<file path="src/rtl/add_seq_ctrl.sv">
// Multi-cycle adder sequencer: time-shares one WIDTH-bit combinational
// adder slice over CHUNKS cycles to build a WIDTH*CHUNKS-bit add/subtract.
module add_seq_ctrl #(
    parameter int WIDTH  = 8,
    parameter int CHUNKS = 4
) (
    input  logic                      clk,
    input  logic                      rst_n,
    input  logic                      in_valid,
    output logic                      in_ready,
    input  logic [WIDTH*CHUNKS-1:0]   a,
    input  logic [WIDTH*CHUNKS-1:0]   b,
    input  logic                      c_in,
    input  logic                      sub,
    output logic [WIDTH-1:0]          slice_a,
    output logic [WIDTH-1:0]          slice_b,
    output logic [WIDTH-1:0]          slice_p,
    output logic                      slice_c_in,
    input  logic [WIDTH-1:0]          slice_s,
    input  logic                      slice_c_out,
    output logic                      out_valid,
    input  logic                      out_ready,
    output logic [WIDTH*CHUNKS-1:0]   sum,
    output logic                      c_out
);

    localparam int N  = WIDTH * CHUNKS;
    localparam int KW = $clog2(CHUNKS);
    localparam logic [KW-1:0] K_LAST = KW'(CHUNKS - 1);

    typedef enum logic [1:0] {
        IDLE = 2'd0,
        RUN  = 2'd1,
        DONE = 2'd2
    } state_t;

    state_t          state_q;
    state_t          state_d;
    logic [N-1:0]    a_q;
    logic [N-1:0]    b_q;
    logic [N-1:0]    sum_q;
    logic            carry_q;
    logic            c_out_q;
    logic [KW-1:0]   k_q;
    logic            accept;
    logic            step;
    logic            last;

    always_ff @(posedge clk or negedge rst_n) begin
        if (!rst_n) begin
            state_q <= IDLE;
        end else begin
            state_q <= state_d;
        end
    end

    always_comb begin
        state_d   = state_q;
        in_ready  = 1'b0;
        out_valid = 1'b0;
        accept    = 1'b0;
        step      = 1'b0;
        last      = 1'b0;
        unique case (state_q)
            IDLE: begin
                in_ready = 1'b1;
                if (in_valid) begin
                    accept  = 1'b1;
                    state_d = RUN;
                end
            end
            RUN: begin
                step = 1'b1;
                if (k_q == K_LAST) begin
                    last    = 1'b1;
                    state_d = DONE;
                end
            end
            DONE: begin
                out_valid = 1'b1;
                if (out_ready) begin
                    state_d = IDLE;
                end
            end
            default: state_d = IDLE;
        endcase
    end

    // B is stored pre-inverted so subtract is A + ~B + 1 on the slice
    always_ff @(posedge clk or negedge rst_n) begin
        if (!rst_n) begin
            a_q     <= '0;
            b_q     <= '0;
            sum_q   <= '0;
            carry_q <= 1'b0;
            c_out_q <= 1'b0;
            k_q     <= '0;
        end else begin
            if (accept) begin
                a_q     <= a;
                b_q     <= sub ? ~b : b;
                carry_q <= sub | c_in;
                k_q     <= '0;
            end
            if (step) begin
                sum_q[k_q*WIDTH +: WIDTH] <= slice_s;
                carry_q                   <= slice_c_out;
                if (last) begin
                    c_out_q <= slice_c_out;
                end else begin
                    k_q <= k_q + KW'(1);
                end
            end
        end
    end

    // Slice inputs are held at zero outside RUN to keep it quiet
    always_comb begin
        slice_a    = '0;
        slice_b    = '0;
        slice_c_in = 1'b0;
        if (state_q == RUN) begin
            slice_a    = a_q[k_q*WIDTH +: WIDTH];
            slice_b    = b_q[k_q*WIDTH +: WIDTH];
            slice_c_in = carry_q;
        end
    end

    assign slice_p = slice_a ^ slice_b;
    assign sum     = sum_q;
    assign c_out   = c_out_q;

endmodule
</file>
<file path="config.mk">
export PLATFORM = sky130hd
export DESIGN_NAME = add_seq_ctrl
export DESIGN_NICKNAME = d
export VERILOG_FILES = /design/src/rtl/add_seq_ctrl.sv
export SDC_FILE = /design/constraint.sdc
export NUM_CORES = 1
export LEC_CHECK = 0
export CELL_PAD_IN_SITES_DETAIL_PLACEMENT = 0
export CELL_PAD_IN_SITES_GLOBAL_PLACEMENT = 1
export CORE_MARGIN = 3
export CORE_UTILIZATION = 39
export CTS_BUF_LIST = sky130_fd_sc_hd__clkbuf_8
export DETAILED_ROUTE_END_ITERATION = 7
export PLACE_DENSITY_LB_ADDON = 0.05
export SYNTH_ARGS = -nofsm -noshare
export SYNTH_HDL_FRONTEND = slang
export SYNTH_SLANG_ARGS = --single-unit
</file>
<file path="constraint.sdc">
create_clock -name clk -period 2.9 [get_ports clk]
set_input_delay 0.58 -clock clk [delete_from_list [all_inputs] [get_ports clk]]
set_output_delay 0.58 -clock clk [all_outputs]
set_load 0.01 [all_outputs]
</file>
==> Yosys cells after proc, flatten, opt, wreduce, memory -nomap -nowiden <==
Cells that the tools add are included.
{ "op_classes": {"n_eq_ne": 6, "n_addsub": 2, "n_reduce_logical": 4, "shift": 4, "n_bitwise": 3, "n_mux": 21} }
{ "ops": {"columns": ["cell", "count"], "rows": [
  ["$shiftx A32 B6 Y8", 2],
  ["$neg A5 Y34", 1],
  ["$shift A8 B34 Y32 const A", 1],
  ["$shiftx A8 B34 Y32", 1],
  ["$bwmux W32", 1],
  ["$mux W32", 1],
  ["$not A32 Y32", 1],
  ["$mux W8", 2],
  ["$mux W2", 6],
  ["$mux W1", 10],
  ["$xor A8 B8 Y8", 1],
  ["$ne A2 B2 Y1 const B", 3],
  ["$pmux W2 S3", 1],
  ["$eq A2 B2 Y1 const B", 2],
  ["$reduce_and A3 Y1", 1],
  ["$add A2 B1 Y2 const B", 1],
  ["$eq A2 B1 Y1 const B", 1],
  ["$logic_not A2 Y1", 1],
  ["$reduce_and A2 Y1", 1],
  ["$reduce_bool A2 Y1", 1],
  ["$or A1 B1 Y1", 1]
]} }
{ "totals": {"wordCells": 47, "in_bits": 79, "output_inout_bits": 60, "regBits": 102} }

==> Logic depth before layout (Yosys ltp) <==
{ "logic_depth": {"word_depth": 5, "mapped_depth": 8, "ltp_nobuf": 5} }

==> Worst setup path before layout <==
OpenSTA, ideal clock, no wires.
{ "synth_timing": {"path_kind": "register -> register", "from": "reg k_q[0]", "to": "reg sum_q[0] (netlist: sum[0])", "path_buffers": 2, "slack_ps": 809, "path_stages_with_launch": 7, "t_arrival_ps": 2024, "synth_period_minus_slack_ps": 2091, "setup_ps": 67, "path_cell_list": "dfrtp_1 buf_2 inv_2 buf_1 ha_1 nor4_4 a22o_1"} }
{ "synth_via": {"elab_chain_len": 3, "word_cells_on_any_way": 4, "classes_between": "1 x add/sub; 2 x shift; 1 x mux"} }
{ "synth_rtl": {"columns": ["item", "line_no", "rtl"], "rows": [
  ["start: declaration", "44", "logic [KW-1:0] k_q;"],
  ["start signal: assignment", "111", "k_q <= k_q + KW'(1);"],
  ["$neg A5 Y34 *", "106", "sum_q[k_q*WIDTH +: WIDTH] <= slice_s;"],
  ["$shiftx A8 B34 Y32 / $shift A8 B34 Y32 (equally long branches)", "106", null],
  ["$bwmux W32 *", "106", null],
  ["end signal: indexed assignment", "106", null],
  ["end: declaration", "41", "logic [N-1:0] sum_q;"]
]} }
Mark *: on every way between the ends. The rest lies on a longest branch, timed or not.
A chain may end at the register's enable or synchronous reset.

==> Final worst setup path <==
{ "layout_timing": {"from": "reg k_q[1]", "to": "out slice_b[3]"} }
{ "layout_via": {"elab_chain_len": 2} }
{ "layout_rtl": {"columns": ["item", "line_no", "rtl"], "rows": [
  ["$shiftx A32 B6 Y8", "124", "slice_b = b_q[k_q*WIDTH +: WIDTH];"],
  ["$mux W8", "122", "if (state_q == RUN) begin"],
  ["end: declaration", "16", "output logic [WIDTH-1:0] slice_b,"]
]} }
Every way passes these cells.

==> summary.json <==
{
  "setup.worst_path.end_class": "primary output",
  "initial_core_utilization": 0.406,
  "layout_common_cells": "clkdlybuf4s50_1 (133), dfrtp_1 (101), xnor2_1 (40), nor2_1 (35), nand2_1 (35)",
  "n_antenna_cell": 0,
  "slew-limit-headroom": 0.620,
  "power.leakage_uw": 0.00285,
  "fp.dieArea_um2": 14800,
  "detail_route.drc_violations": 0,
  "cp_max_fo": 18,
  "largest_cells_by_area_after_synthesis": "dfrtp_1 (49%), mux2_2 (7.1%), xnor2_1 (6.7%)",
  "netlist_instances": 469,
  "grt_pass1_wl_um": 21200,
  "layout.area.seq_um2": 2560,
  "worst-setup-path-type": "reg -> out",
  "number_of_top_level_design_ports": 139,
  "syn_to_final_growth_pct": 36.2,
  "layout.cells.most_common": "clkdlybuf4s50_1",
  "drive_gt1_frac": 0.166,
  "grt_pass1_vias": 4037,
  "finalSetupTns_ns": 0,
  "route.detailed.wl_per_inst_um": 17.5,
  "max_cap_violations": 0,
  "setup_viol": 0,
  "total_number_of_vias": 3951,
  "status": "completed",
  "dieWidth_um": 122,
  "critical_path.startpoint_type": "flip-flop",
  "number_of_filler_cells_placed_in_the_layout": 1167,
  "detailedPlacementHpwl_um": 10100,
  "detail_route.vias_per_cell": 5.07,
  "io_buffer_count": 138,
  "util_after_layout": 0.553,
  "grt.overflow.total": 0,
  "finish.cell_count_without_fillers": 780,
  "synth_area_per_cell_um2": 11.1,
  "hold_violations": 0,
  "synth_top_area_share": 0.490,
  "clock_skew_ns": 0.00918,
  "rows": 41,
  "cp_data_required_time_ns": 2.32,
  "edff_count_synth": 0,
  "rsz_0062_raised_after_global_routing": "false",
  "die_h_um": 122,
  "cts_tree": "done",
  "cts.hold.buffers_added": 0,
  "grt_start_max_net_pins": 71,
  "power_density_nw_per_um2": 1150,
  "cp_slowest_cell": "clkdlybuf4s50_1",
  "synthesis.area_um2": 5210,
  "multi_input_comb_area_um2": 2560,
  "timing.critical_path.arrival_ns": 2.27,
  "detail-route-antenna-nets": 0,
  "synth-async-reset-ratio": 1.00,
  "clkSlewWorstSetupHoldPaths_ns": 0.10,
  "tritoncts.num_buffers": 9,
  "drt_iter0_drc": 185,
  "core_area_um2": 12800,
  "fin_nets": 688,
  "clock_sinks": 102,
  "worstSkewPairLatency_ns": 0.39,
  "clock-root-buffer": "clkbuf_8",
  "postLayoutSetupSlackWorst_ns": 0.0460,
  "cp_cell_sequence": "buf_8, mux2i_1, a211oi_1, clkdlybuf4s50_1",
  "weighted_congestion_reported_at_the_end_of_routability_driven_placement": 0.796,
  "post-synth-top-area-cell": "dfrtp_1",
  "clock.fmax_mhz": 350,
  "syn_nets": 554,
  "finalPower_uw": 8150,
  "vdd_ir_drop_max_v": 0.000653,
  "cp_slowest_stage_delay_ns": 0.61,
  "postSynth.topFlopCell": "dfrtp_1",
  "cts_htree_levels": 3,
  "yosys.cell_types.count": 36,
  "timing.final.crit_share": 0.984,
  "cts_buffer_depth": 2,
  "timing.final.max_slew_violations": 0,
  "antenna_found_initial": 0,
  "groute.usage.overall": 0.190,
  "detail_route.wirelength_um": 13600,
  "detailedRoute.firstPassIterationCount": 4,
  "ys_seq_elements": 102,
  "period_minus_slack_ns": 2.85,
  "yosys_warnings": 0,
  "tightestPinTransition_ns": 0.570,
  "sequential_share_of_the_synthesized_area": 0.490,
  "dp_cells": 761,
  "type_of_the_most_critical_hold_path": "in -> async",
  "worst_setup_timing_slack_at_the_placement_stage_ns": 0.232
}
-- layout make-up --
cell class	count	area share
clock buffers	10	0.0194
clock inverters	6	0.00882
inverters	4	0.00247
multi-input cells	332	0.362
flip-flops and latches	102	0.360
well taps	172	0.0303
repair buffers	154	0.217
-- kinds of logic (layout without fill, tap and decap cells) --
| group | Yosys count | after routing | share of synthesized area |
|---|---|---|---|
| xor gates and xnor gates | 56 | 56 | 0.0942 |
| buffers and inverters | 35 | 174 | 0.0401 |
| AOI/OAI and AO/OA | 108 | 108 | 0.134 |
| and+or+nand+nor | 104 | 104 | 0.108 |
| adders and majority gates | 6 | 6 | 0.0144 |
| muxes | 58 | 58 | 0.119 |
| DFF | 102 | 102 | 0.490 |
-- worst paths after layout --
check,cells past startpoint,slack (ns),to,from
max in group asynchronous,2,1.99,k_q[1],rst_n
max reg2reg,6,0.79,sum[19],k_q[0]
min reg2reg,2,0.48,sum[23],sum[23]
min,1,0.18,sum[14],rst_n
min in group clk,2,0.48,sum[23],sum[23]
max,4,0.05,slice_b[3],k_q[1]
-- cells in the mapped netlist (all sizes together), types with 2 or more instances --
master and number:
clkbuf 2, nor4b 2, nor3b 2, nand2 38, o31ai 3, nor2 35, xnor2 40, o21ai 16
dfrtp 102, ha 6, a22o 15, inv 4, mux2i 25, a21oi 32, mux2 33, nand3b 4
o22ai 9, nor2b 17, xor2 16, buf 29, nand2b 2, a211oi 32
-- registers in the layout (all words and copies together), names as in the netlist --
signal	count
b_q	32
c_out	1
sum	32
a_q	32
k_q	2
carry_q	1
state_q	2
-- stage by stage --
step	hold WS (ns)	instance area [µm²]
2_1_floorplan	0.284	5210
3_3_place_gp	0.463	6730
3_5_place_dp	0.471	6730
4_1_cts	0.189	6970
5_1_grt	0.215	7090
6_report	0.182	7090
-- power by group --
group / internal (µW) / switching [µW] / total [µW]
clock: 420 / 515 / 934
sequential: 2090 / 581 / 2670
combinational: 2400 / 2140 / 4550
total: 4910 / 3240 / 8150
-- timing repair --
action	in CTS	in global routing
setup endpoints to repair	17	13
buffers inserted	3	0
gates resized for setup	6	28
-- critical path, delay by kind of cell, from the launching register on --
kind	cells	cell delay, ns
buffers and inverters	2	0.80
flip-flops	1	0.55
multiplexers	1	0.17
AO/OA/AOI/OAI	1	0.37
-- metal layers --
layer,vias to the layer above,wire length [µm],share of wire,track usage
li1,1913,-,-,-
met1,1896,5200,0.38,0.214
met2,119,7190,0.53,0.338
met3,23,799,0.059,0.0446
met4,0,433,0.032,0.0910
met5,-,0,0,0
Power figures use the tool's default switching activity.
